File: src/rtl/mem_pkg.sv
// Shared types and helpers for the IF/LS memory arbiter and its byte sequencer.
package mem_pkg;

    typedef enum logic [2:0] {
        IDLE,
        RD,
        RWAIT,
        WR,
        DONE
    } state_e;

    typedef enum logic {
        OWN_IF,
        OWN_LS
    } owner_e;

    localparam logic [1:0] LEN_B = 2'd0;
    localparam logic [1:0] LEN_H = 2'd1;
    localparam logic [1:0] LEN_W = 2'd3;

    // An encoding of 2 is widened to a full word.
    function automatic logic [2:0] len_to_n(input logic [1:0] len);
        case (len)
            LEN_B:   return 3'd1;
            LEN_H:   return 3'd2;
            default: return 3'd4;
        endcase
    endfunction

endpackage

File: src/rtl/mem_byte_seq.sv
// Byte sequencer: walks N consecutive byte addresses, drives write bytes and
// packs read bytes little-endian into a 32-bit result.
module mem_byte_seq
    import mem_pkg::*;
#(
    parameter int unsigned ADDR_W = 32
) (
    input  logic              clk,
    input  logic              rst,
    input  logic              start_i,
    input  logic [ADDR_W-1:0] addr_i,
    input  logic [2:0]        n_i,
    input  logic              we_i,
    input  logic [31:0]       wdata_i,
    input  logic              issue_i,
    input  logic [7:0]        mem_din_i,
    output logic [ADDR_W-1:0] mem_a_o,
    output logic [7:0]        mem_dout_o,
    output logic              last_o,
    output logic [31:0]       result_o
);

    logic [ADDR_W-1:0] addr_q, addr_d;
    logic [1:0]        cnt_q, cnt_d;
    logic [1:0]        nm1_q, nm1_d;
    logic [1:0]        rcnt_q, rcnt_d;
    logic              we_q, we_d;
    logic              rd_vld_q, rd_vld_d;
    logic [31:0]       wdata_q, wdata_d;
    logic [31:0]       acc_q, acc_d;
    logic [7:0]        dout_q, dout_d;

    assign last_o     = (cnt_q == nm1_q);
    assign mem_a_o    = addr_q;
    assign mem_dout_o = dout_q;
    // Exposes the word including the byte arriving this cycle, so the owner
    // can latch the complete result on the final collect cycle.
    assign result_o   = acc_d;

    always_comb begin
        addr_d   = addr_q;
        cnt_d    = cnt_q;
        nm1_d    = nm1_q;
        rcnt_d   = rcnt_q;
        we_d     = we_q;
        wdata_d  = wdata_q;
        acc_d    = acc_q;
        dout_d   = dout_q;
        rd_vld_d = issue_i && !we_q;

        // RAM returns the byte addressed in the previous cycle.
        if (rd_vld_q) begin
            acc_d[{rcnt_q, 3'b000} +: 8] = mem_din_i;
            rcnt_d = rcnt_q + 2'd1;
        end

        if (start_i) begin
            addr_d   = addr_i;
            cnt_d    = '0;
            rcnt_d   = '0;
            we_d     = we_i;
            wdata_d  = wdata_i;
            acc_d    = '0;
            rd_vld_d = 1'b0;
            case (n_i)
                3'd1:    nm1_d = 2'd0;
                3'd2:    nm1_d = 2'd1;
                default: nm1_d = 2'd3;
            endcase
            if (we_i) begin
                dout_d = wdata_i[7:0];
            end
        end else if (issue_i && !last_o) begin
            addr_d = addr_q + 1'b1;
            cnt_d  = cnt_q + 2'd1;
            if (we_q) begin
                dout_d = wdata_q[{cnt_d, 3'b000} +: 8];
            end
        end
    end

    always_ff @(posedge clk) begin
        if (rst) begin
            addr_q   <= '0;
            cnt_q    <= '0;
            nm1_q    <= '0;
            rcnt_q   <= '0;
            we_q     <= 1'b0;
            rd_vld_q <= 1'b0;
            wdata_q  <= '0;
            acc_q    <= '0;
            dout_q   <= '0;
        end else begin
            addr_q   <= addr_d;
            cnt_q    <= cnt_d;
            nm1_q    <= nm1_d;
            rcnt_q   <= rcnt_d;
            we_q     <= we_d;
            rd_vld_q <= rd_vld_d;
            wdata_q  <= wdata_d;
            acc_q    <= acc_d;
            dout_q   <= dout_d;
        end
    end

endmodule

File: src/rtl/mem_arb.sv
// Arbitrates the single byte-wide RAM port between instruction fetch and
// load/store; LS has priority, bounded by a starvation counter for IF.
module mem_arb
    import mem_pkg::*;
#(
    parameter int unsigned STARVE_LIMIT = 4,
    parameter int unsigned ADDR_W       = 32
) (
    input  logic              clk,
    input  logic              rst,
    input  logic              if_req,
    input  logic [ADDR_W-1:0] if_addr,
    input  logic              if_flush,
    output logic              if_done,
    output logic [31:0]       if_data,
    input  logic              ls_req,
    input  logic              ls_we,
    input  logic [ADDR_W-1:0] ls_addr,
    input  logic [1:0]        ls_len,
    input  logic [31:0]       ls_wdata,
    output logic              ls_done,
    output logic [31:0]       ls_rdata,
    output logic [ADDR_W-1:0] mem_a,
    output logic              mem_wr,
    output logic [7:0]        mem_dout,
    input  logic [7:0]        mem_din
);

    localparam logic [3:0] LIMIT = 4'(STARVE_LIMIT);

    state_e      state_q;
    owner_e      owner_q;
    logic [3:0]  starve_q, starve_d;
    logic        if_done_q, ls_done_q, mem_wr_q;
    logic [31:0] if_data_q, ls_rdata_q;

    logic              grant_if, grant_ls;
    logic              seq_start, seq_we, seq_issue, seq_last;
    logic [ADDR_W-1:0] seq_addr;
    logic [2:0]        seq_n;
    logic [31:0]       seq_result;

    assign if_done  = if_done_q;
    assign ls_done  = ls_done_q;
    assign if_data  = if_data_q;
    assign ls_rdata = ls_rdata_q;
    assign mem_wr   = mem_wr_q;

    always_comb begin
        grant_if = 1'b0;
        grant_ls = 1'b0;
        if (state_q == IDLE) begin
            if (if_req && !if_flush && (!ls_req || starve_q == LIMIT)) begin
                grant_if = 1'b1;
            end else if (ls_req) begin
                grant_ls = 1'b1;
            end
        end
    end

    always_comb begin
        starve_d = starve_q;
        if (!if_req || grant_if) begin
            starve_d = '0;
        end else if (grant_ls && starve_q < LIMIT) begin
            starve_d = starve_q + 4'd1;
        end
    end

    assign seq_start = grant_if || grant_ls;
    assign seq_addr  = grant_if ? if_addr : ls_addr;
    assign seq_n     = grant_if ? 3'd4 : len_to_n(ls_len);
    assign seq_we    = grant_ls && ls_we;
    assign seq_issue = (state_q == RD) || (state_q == WR);

    mem_byte_seq #(
        .ADDR_W (ADDR_W)
    ) u_seq (
        .clk        (clk),
        .rst        (rst),
        .start_i    (seq_start),
        .addr_i     (seq_addr),
        .n_i        (seq_n),
        .we_i       (seq_we),
        .wdata_i    (ls_wdata),
        .issue_i    (seq_issue),
        .mem_din_i  (mem_din),
        .mem_a_o    (mem_a),
        .mem_dout_o (mem_dout),
        .last_o     (seq_last),
        .result_o   (seq_result)
    );

    always_ff @(posedge clk) begin
        if (rst) begin
            state_q    <= IDLE;
            owner_q    <= OWN_IF;
            starve_q   <= '0;
            if_done_q  <= 1'b0;
            ls_done_q  <= 1'b0;
            if_data_q  <= '0;
            ls_rdata_q <= '0;
            mem_wr_q   <= 1'b0;
        end else begin
            starve_q  <= starve_d;
            if_done_q <= 1'b0;
            ls_done_q <= 1'b0;
            case (state_q)
                IDLE: begin
                    if (grant_if) begin
                        owner_q <= OWN_IF;
                        state_q <= RD;
                    end else if (grant_ls) begin
                        owner_q <= OWN_LS;
                        if (ls_we) begin
                            state_q  <= WR;
                            mem_wr_q <= 1'b1;
                        end else begin
                            state_q <= RD;
                        end
                    end
                end
                RD: begin
                    if (owner_q == OWN_IF && if_flush) begin
                        state_q <= IDLE;
                    end else if (seq_last) begin
                        state_q <= RWAIT;
                    end
                end
                RWAIT: begin
                    if (owner_q == OWN_IF && if_flush) begin
                        state_q <= IDLE;
                    end else begin
                        state_q <= DONE;
                        if (owner_q == OWN_IF) begin
                            if_done_q <= 1'b1;
                            if_data_q <= seq_result;
                        end else begin
                            ls_done_q  <= 1'b1;
                            ls_rdata_q <= seq_result;
                        end
                    end
                end
                // Stores always run to completion regardless of ls_req.
                WR: begin
                    if (seq_last) begin
                        mem_wr_q  <= 1'b0;
                        ls_done_q <= 1'b1;
                        state_q   <= DONE;
                    end
                end
                DONE: begin
                    state_q <= IDLE;
                end
                default: begin
                    state_q <= IDLE;
                end
            endcase
        end
    end

endmodule

File: config.mk
export PLATFORM = sky130hd
export DESIGN_NAME = mem_arb
export DESIGN_NICKNAME = d
export VERILOG_FILES = /design/src/rtl/mem_pkg.sv /design/src/rtl/mem_byte_seq.sv /design/src/rtl/mem_arb.sv
export SDC_FILE = /design/constraint.sdc
export NUM_CORES = 1
export LEC_CHECK = 0
export BUFFER_PORTS_ARGS = -buffer_cell sky130_fd_sc_hd__buf_2
export CAP_MARGIN = 30
export CORE_ASPECT_RATIO = 0.8
export CORE_MARGIN = 5
export CORE_UTILIZATION = 56
export CTS_BUF_LIST = sky130_fd_sc_hd__clkbuf_8
export DETAILED_ROUTE_END_ITERATION = 7
export GPL_ROUTABILITY_DRIVEN = 0
export PLACE_DENSITY = 0.84
export SETUP_SLACK_MARGIN = 0.2
export SLEW_MARGIN = 20
export SYNTH_ARGS = -nofsm -noshare
export SYNTH_HDL_FRONTEND = slang
export SYNTH_SLANG_ARGS = --single-unit
File: constraint.sdc
create_clock -name clk -period 3.4 [get_ports clk]
set_input_delay 0.17 -clock clk [delete_from_list [all_inputs] [get_ports clk]]
set_output_delay 0.17 -clock clk [all_outputs]
set_load 0.02 [all_outputs]
# After elaboration in Yosys (flattened, before gate mapping)
# Cells that the tools add are included.
# classes
n_mux	38
n_reduce_logical	31
magnitude_cmp	1
addsub	5
n_eq_ne	15
bitwise_logic	3
n_shift	3
# op_table
op	count
$mux W32	5
$add A32 B1 Y32 const B	1
$bwmux W32	1
$mux W8	4
$shift A8 B7 Y32 const A	1
$shiftx A32 B6 Y8	1
$shiftx A8 B7 Y32	1
$mux W3	7
$mux W1	15
$pmux W3 S4	1
$reduce_and A3 Y1	4
$eq A3 B2 Y1 const B	3
$reduce_bool A2 Y1	4
$logic_and A1 B1 Y1	7
$neg A5 Y7	1
$eq A3 B1 Y1 const B	2
$ne A2 B2 Y1 const B	3
$pmux W3 S2	1
$logic_not A1 Y1	5
$reduce_and A5 Y1	1
$add A2 B1 Y2 const B	2
$add A4 B1 Y4 const B	1
$eq A4 B3 Y1 const B	1
$logic_or A1 B1 Y1	4
15 further kinds	20
# word_totals
out_inout_bits	107
reg_bits	187

# Logic depth before layout (Yosys ltp)
# logic_depth
depth_word	8
mapped_depth	10

# Cells and area by module
# From an unflattened synthesis, not the netlist that was laid out.
# unflattened
hier_cells	961
hier_area_um2	8277.9
# by_module_without_submodules
module	n_inst	seq_area_each_um2	area_per_inst_um2	cells_each
mem_byte_seq	1	2242.2	4986.0	569
mem_arb	1	1501.4	3291.9	392

# Worst setup path before layout
# No wires, ideal clock.
# synth_path
path_type	register to register
start	register starve_q[0]
end	register u_seq.dout_q[0] (netlist: u_seq.mem_dout_o[0])
t_required_ns	3.258
arrival_time_ns	1.874
period_less_slack_ns	2.016
setup_ns	0.142
n_path_buf	3
stages_incl_launch_ff	11
setup_slack_ns	1.384
path_cell_list	dfxtp_1 -> inv_1 -> ha_1 -> and3b_1 -> buf_2 -> o21ai_1 -> a32o_1 -> buf_2 -> and2_1 -> buf_6 -> a311oi_2
# synth_between
elab_chain_len	8
word_cells_on_any_way	14
classes_between	eq/ne: 2; mux: 5; reduce/logical: 7
# synth_lines
element	line	source
from (decl)	mem_arb.sv:33	logic [3:0] starve_q, starve_d;
from (signal assigned)	mem_arb.sv:105	starve_q <= starve_d;
$eq A4 B3 Y1 *	mem_arb.sv:53	if (if_req && !if_flush && (!ls_req || starve_q == LIMIT)) begin
$logic_or A1 B1 Y1 *	mem_arb.sv:53	
$logic_and A1 B1 Y1 *	mem_arb.sv:53	
$mux W1	mem_arb.sv:53	
$mux W1	mem_arb.sv:52	if (state_q == IDLE) begin
$logic_or A1 B1 Y1 / $logic_and A1 B1 Y1 (equally long branches)	mem_arb.sv:70, mem_arb.sv:73	
$ne A2 B1 Y1 (no source line) / $reduce_bool A2 Y1 (equally long branches)	--	
$reduce_and A3 Y1 (no source line)	--	
to (signal assigned)	mem_byte_seq.sv:102	dout_q <= dout_d;
to (decl)	mem_byte_seq.sv:31	logic [7:0] dout_q, dout_d;
# Every way passes the cells marked *; elsewhere a longest branch is shown, timed or not.
# A chain may end at the register's enable or synchronous reset.

# Worst setup path after layout
# layout_path
start	register state_q[0]
end	register u_seq.addr_q[0] (netlist: u_seq.mem_a_o[0])
# layout_between
elab_chain_len	4
word_cells_on_any_way	11
classes_between	eq/ne: 2; mux: 4; reduce/logical: 5
# layout_lines
element	line	source
from (decl)	mem_arb.sv:31	state_e state_q;
from (signal assigned)	mem_arb.sv:96	state_q <= IDLE;
from (signal assigned)	mem_arb.sv:112	state_q <= RD;
from (signal assigned)	mem_arb.sv:116	state_q <= WR;
$logic_not A3 Y1, or another cell as far along	mem_arb.sv:52	
$mux W1 / $logic_or A1 B1 Y1 (equally long branches)	mem_arb.sv:52, mem_arb.sv:74	
$mux W32, or another cell as far along	mem_arb.sv:71	assign seq_addr = grant_if ? if_addr : ls_addr;
$mux W32 / $reduce_bool A2 Y1 (equally long branches)	--	
to (signal assigned)	mem_byte_seq.sv:94	addr_q <= addr_d;
to (decl)	mem_byte_seq.sv:23	logic [ADDR_W-1:0] addr_q, addr_d;
# Parallel ways exist; a longest one is shown, timed or not.

==> summary.md <==
| Metric | Value |
|---|---|
| Share of cells above drive strength 1 | 23.76% |
| Net Switching | 0.002512 W |
| Post-synth cell types | 70 |
| CP cell instances | or3_1 -> a21oi_4 -> buf_4 -> nor2_1 -> a311oi_1 -> dlygate4sd3_1 |
| Sequential share of power | 43.2% |
| Unrepaired setup endpoints after global routing | false |
| Drt first-iter violations | 866 |
| CTS Buf Count | 17 |
| Mapped cell area | 8613 sq um |
| Top cells by area, synth | dfxtp_1 43%, nand2_1 11%, a21oi_1 7.0% |
| Clock skew | 0.01469 ns |
| GRT overflow | 0 |
| # H-tree levels | 4 |
| DIE HEIGHT | 120.9 um |
| Async S/R FF share, synth | 0% |
| Register bit total from synthesis | 187 |
| Final hold vios | 0 |
| Seq/Total Area, Yosys | 43.46% |
| Row count | 40 |
| Via density | 5.881 |
| Die area | 17980 sq um |
| N_diodes | 0 |
| Fin. max-slew vios | 0 |
| Max FO, Critical Path | 39 |
| Run status | finished clean |
| Fin crit share | 85.46% |
| Leak | 4.277 nW |
| Sw Share | 39.90% |
| Final wirelength | 25940 um |
| Total clock sinks | 187 |
| CTS tree | yes |
| WS Path Type | register to register |
| Pwr dens | 601.8 nW/um^2 |
| IO buf count | 218 |
| Pre-antenna DRT Iters | 6 |
| Detailed Place HPWL | 17630 um |
| CTS max path bufs | 2 |
| Tot GR Track Use | 28.31% |
| Max VDD drop | 0.3540 mV |
| Skew-Pair Late Insertion Delay | 0.46 ns |
| NumNets Final | 1395 |
| Synthesized area per cell | 8.080 sq um |
| Fmax | 344.2 MHz |
| DRC viols | 0 |
| Combinational Power Share | 35.3% |
| Root Driver | clkbuf_8 |
| Initial antenna violation count | 0 |
| Min cycle time layout | 2.906 ns |
| Final setup TNS | 0 ns |
| Syn nets | 1186 |
| Clock-pin slew on the worst setup and hold paths | 0.10 ns |
| Ys flop type | dfxtp_1 |
| Via count | 8809 |
| Overall Power | 0.006295 W |
| Global-route wire length before repair | 41430 um |
| Die W | 148.7 um |
| Remaining antenna violation count after routing | 0 |
| CP required | 3.80 ns |
| Slowest cell on crit path | dlygate4sd3_1 |
| Worst Hold Class | input port to register |
| WP data arrival | 3.31 ns |
| Yosys warns | 0 |
| CP endpoint kind | register |
| Area leader, netlist | dfxtp_1 |
| Commonest non-fill, non-tap cell in the layout | nand2_1 |
| I/O pin cnt | 219 |
| Routed len/inst | 17.31 um |
| Clock power frac | 21.5% |
| Initial Utilization | 57.18% |
| CP max stage delay | 0.59 ns |
| Max cap viols | 0 |
| Yosys top cell area share | 43.46% |
| Post-CTS sizing | 0 |
| Vias in the first global route | 8239 |
| Worst slew margin | 42.35% |
| Post-synth EDFFs | 0 |
| Largest net degree at the start of global routing | 83 |
| Layout Area Growth over Synthesis | 21.46% |
| Cells after synthesis | 1066 |
| Fill count | 1234 |
| Pint | 0.003784 W |
| Worst-margin pin slew | 0.8647 ns |
| Worst setup SP type | register |
| Commonest non-fill, non-tap cells in the layout | 247 x nand2_1, 217 x buf_2, 187 x dfxtp_1 |
| Core box area | 15060 sq um |
| # setup viols final | 0 |
==> cell type report <==
cell class                      count  area, sq um  area share [%]
Clock buffer                       19        261.5           2.500
Clock inverter                     13        93.84          0.8970
Inverter                           26        97.59          0.9329
Timing Repair Buffer              271         1572           15.02
Sequential cell                   187         3744           35.79
Multi-Input combinational cell    772         4431           42.35
Tap cell                          210        262.8           2.512
==> through the flow <==
step / instance area, sq um / hold slack [ns] / util, % / instances / setup slack, ns
4_1_cts: 10460 / 0.0003232 / 69.44 / 1498 / 0.5373
3_5_place_dp: 9786 / 0.4167 / 64.96 / 1434 / 0.8608
2_1_floorplan: 8613 / 0.3060 / - / 1066 / 1.384
3_3_place_gp: 9786 / 0.4137 / 64.96 / 1434 / 0.9556
6_report: 10460 / 0.04267 / 69.44 / 1498 / 0.4943
5_1_grt: 10460 / 0.02829 / 69.44 / 1498 / 0.3678
==> synth_stat cells, drive strengths merged, types with 5 or more instances <==
| library cell | count |
|---|---|
| ha | 8 |
| o31ai | 15 |
| dfxtp | 187 |
| o221a | 6 |
| nor2 | 106 |
| and3 | 17 |
| mux2i | 5 |
| mux4 | 8 |
| a211oi | 9 |
| a31oi | 11 |
| a221oi | 12 |
| o21ai | 17 |
| nor4 | 5 |
| inv | 25 |
| buf | 35 |
| o21a | 14 |
| nand3 | 12 |
| nand2 | 247 |
| a22oi | 5 |
| nor3 | 12 |
| a32oi | 32 |
| and4 | 5 |
| a311oi | 11 |
| nand4 | 10 |
| clkbuf | 46 |
| xnor2 | 7 |
| a21oi | 123 |
| or3 | 5 |
| and2 | 16 |
==> routing by layer <==
metal / vias up / GRT usage (%) / share of wire (%)
li1: 4176 / - / -
met1: 4134 / 39.89 / 43
met2: 437 / 43.68 / 46
met3: 62 / 6.049 / 9.2
met4: 0 / 8.713 / 2.2
met5: - / 0 / 0
==> flip-flops by register name (all words and copies together) (netlist names), 2 cells and up <==
name / cells
if_data: 32
ls_rdata: 32
u_seq.acc_q: 32
u_seq.mem_a_o: 32
u_seq.wdata_q: 32
u_seq.mem_dout_o: 8
starve_q: 4
state_q: 3
u_seq.cnt_q: 2
u_seq.nm1_q: 2
u_seq.rcnt_q: 2
==> power by group through the flow <==
stage	clock (W)	sequential [W]	combinational [W]
final	0.00136	0.00272	0.00222
after global routing	0.00147	0.00275	0.00242
after CTS	0.00138	0.00270	0.00219
after detailed placement	0	0.00275	0.00215
after global placement	0	0.00274	0.00209
after floorplan	0	0.00282	0.00147
==> worst paths after layout <==
path	from	end	slack, ns	cells after the start
max reg2reg	state_q[0]	u_seq.mem_a_o[0]	0.49	6
min reg2reg	u_seq.we_q	u_seq.rd_vld_q	0.45	1
min	ls_wdata[5]	u_seq.wdata_q[5]	0.04	3
max	state_q[0]	u_seq.mem_a_o[0]	0.49	6
==> what timing repair did <==
action,CTS,global route
buffers inserted,0,0
endpoints found under the setup margin,0,0
endpoints found under the hold margin,32,0
hold buffers,32,0
==> critical path, delay by kind of cell, from the launching register on <==
family | cells | cell delay [ns]
AOI/OAI and AO/OA | 2 | 0.66
buffers and inverters | 2 | 1.04
and+or+nand+nor | 2 | 0.67
DFF | 1 | 0.48
==> cell families (layout without fill, tap and decap cells) <==
logic type      Yosys count  in the layout  share of synthesized area (%)
compound gates          289            289                          23.39
xor+xnor                  8              8                         0.8135
fa+ha+maj                 8              8                          1.162
buf+inv                 107            329                          5.346
flops                   187            187                          43.46
mux                      13             13                          2.673
simple gates            454            454                          23.16
Power figures use the tool's default switching activity.
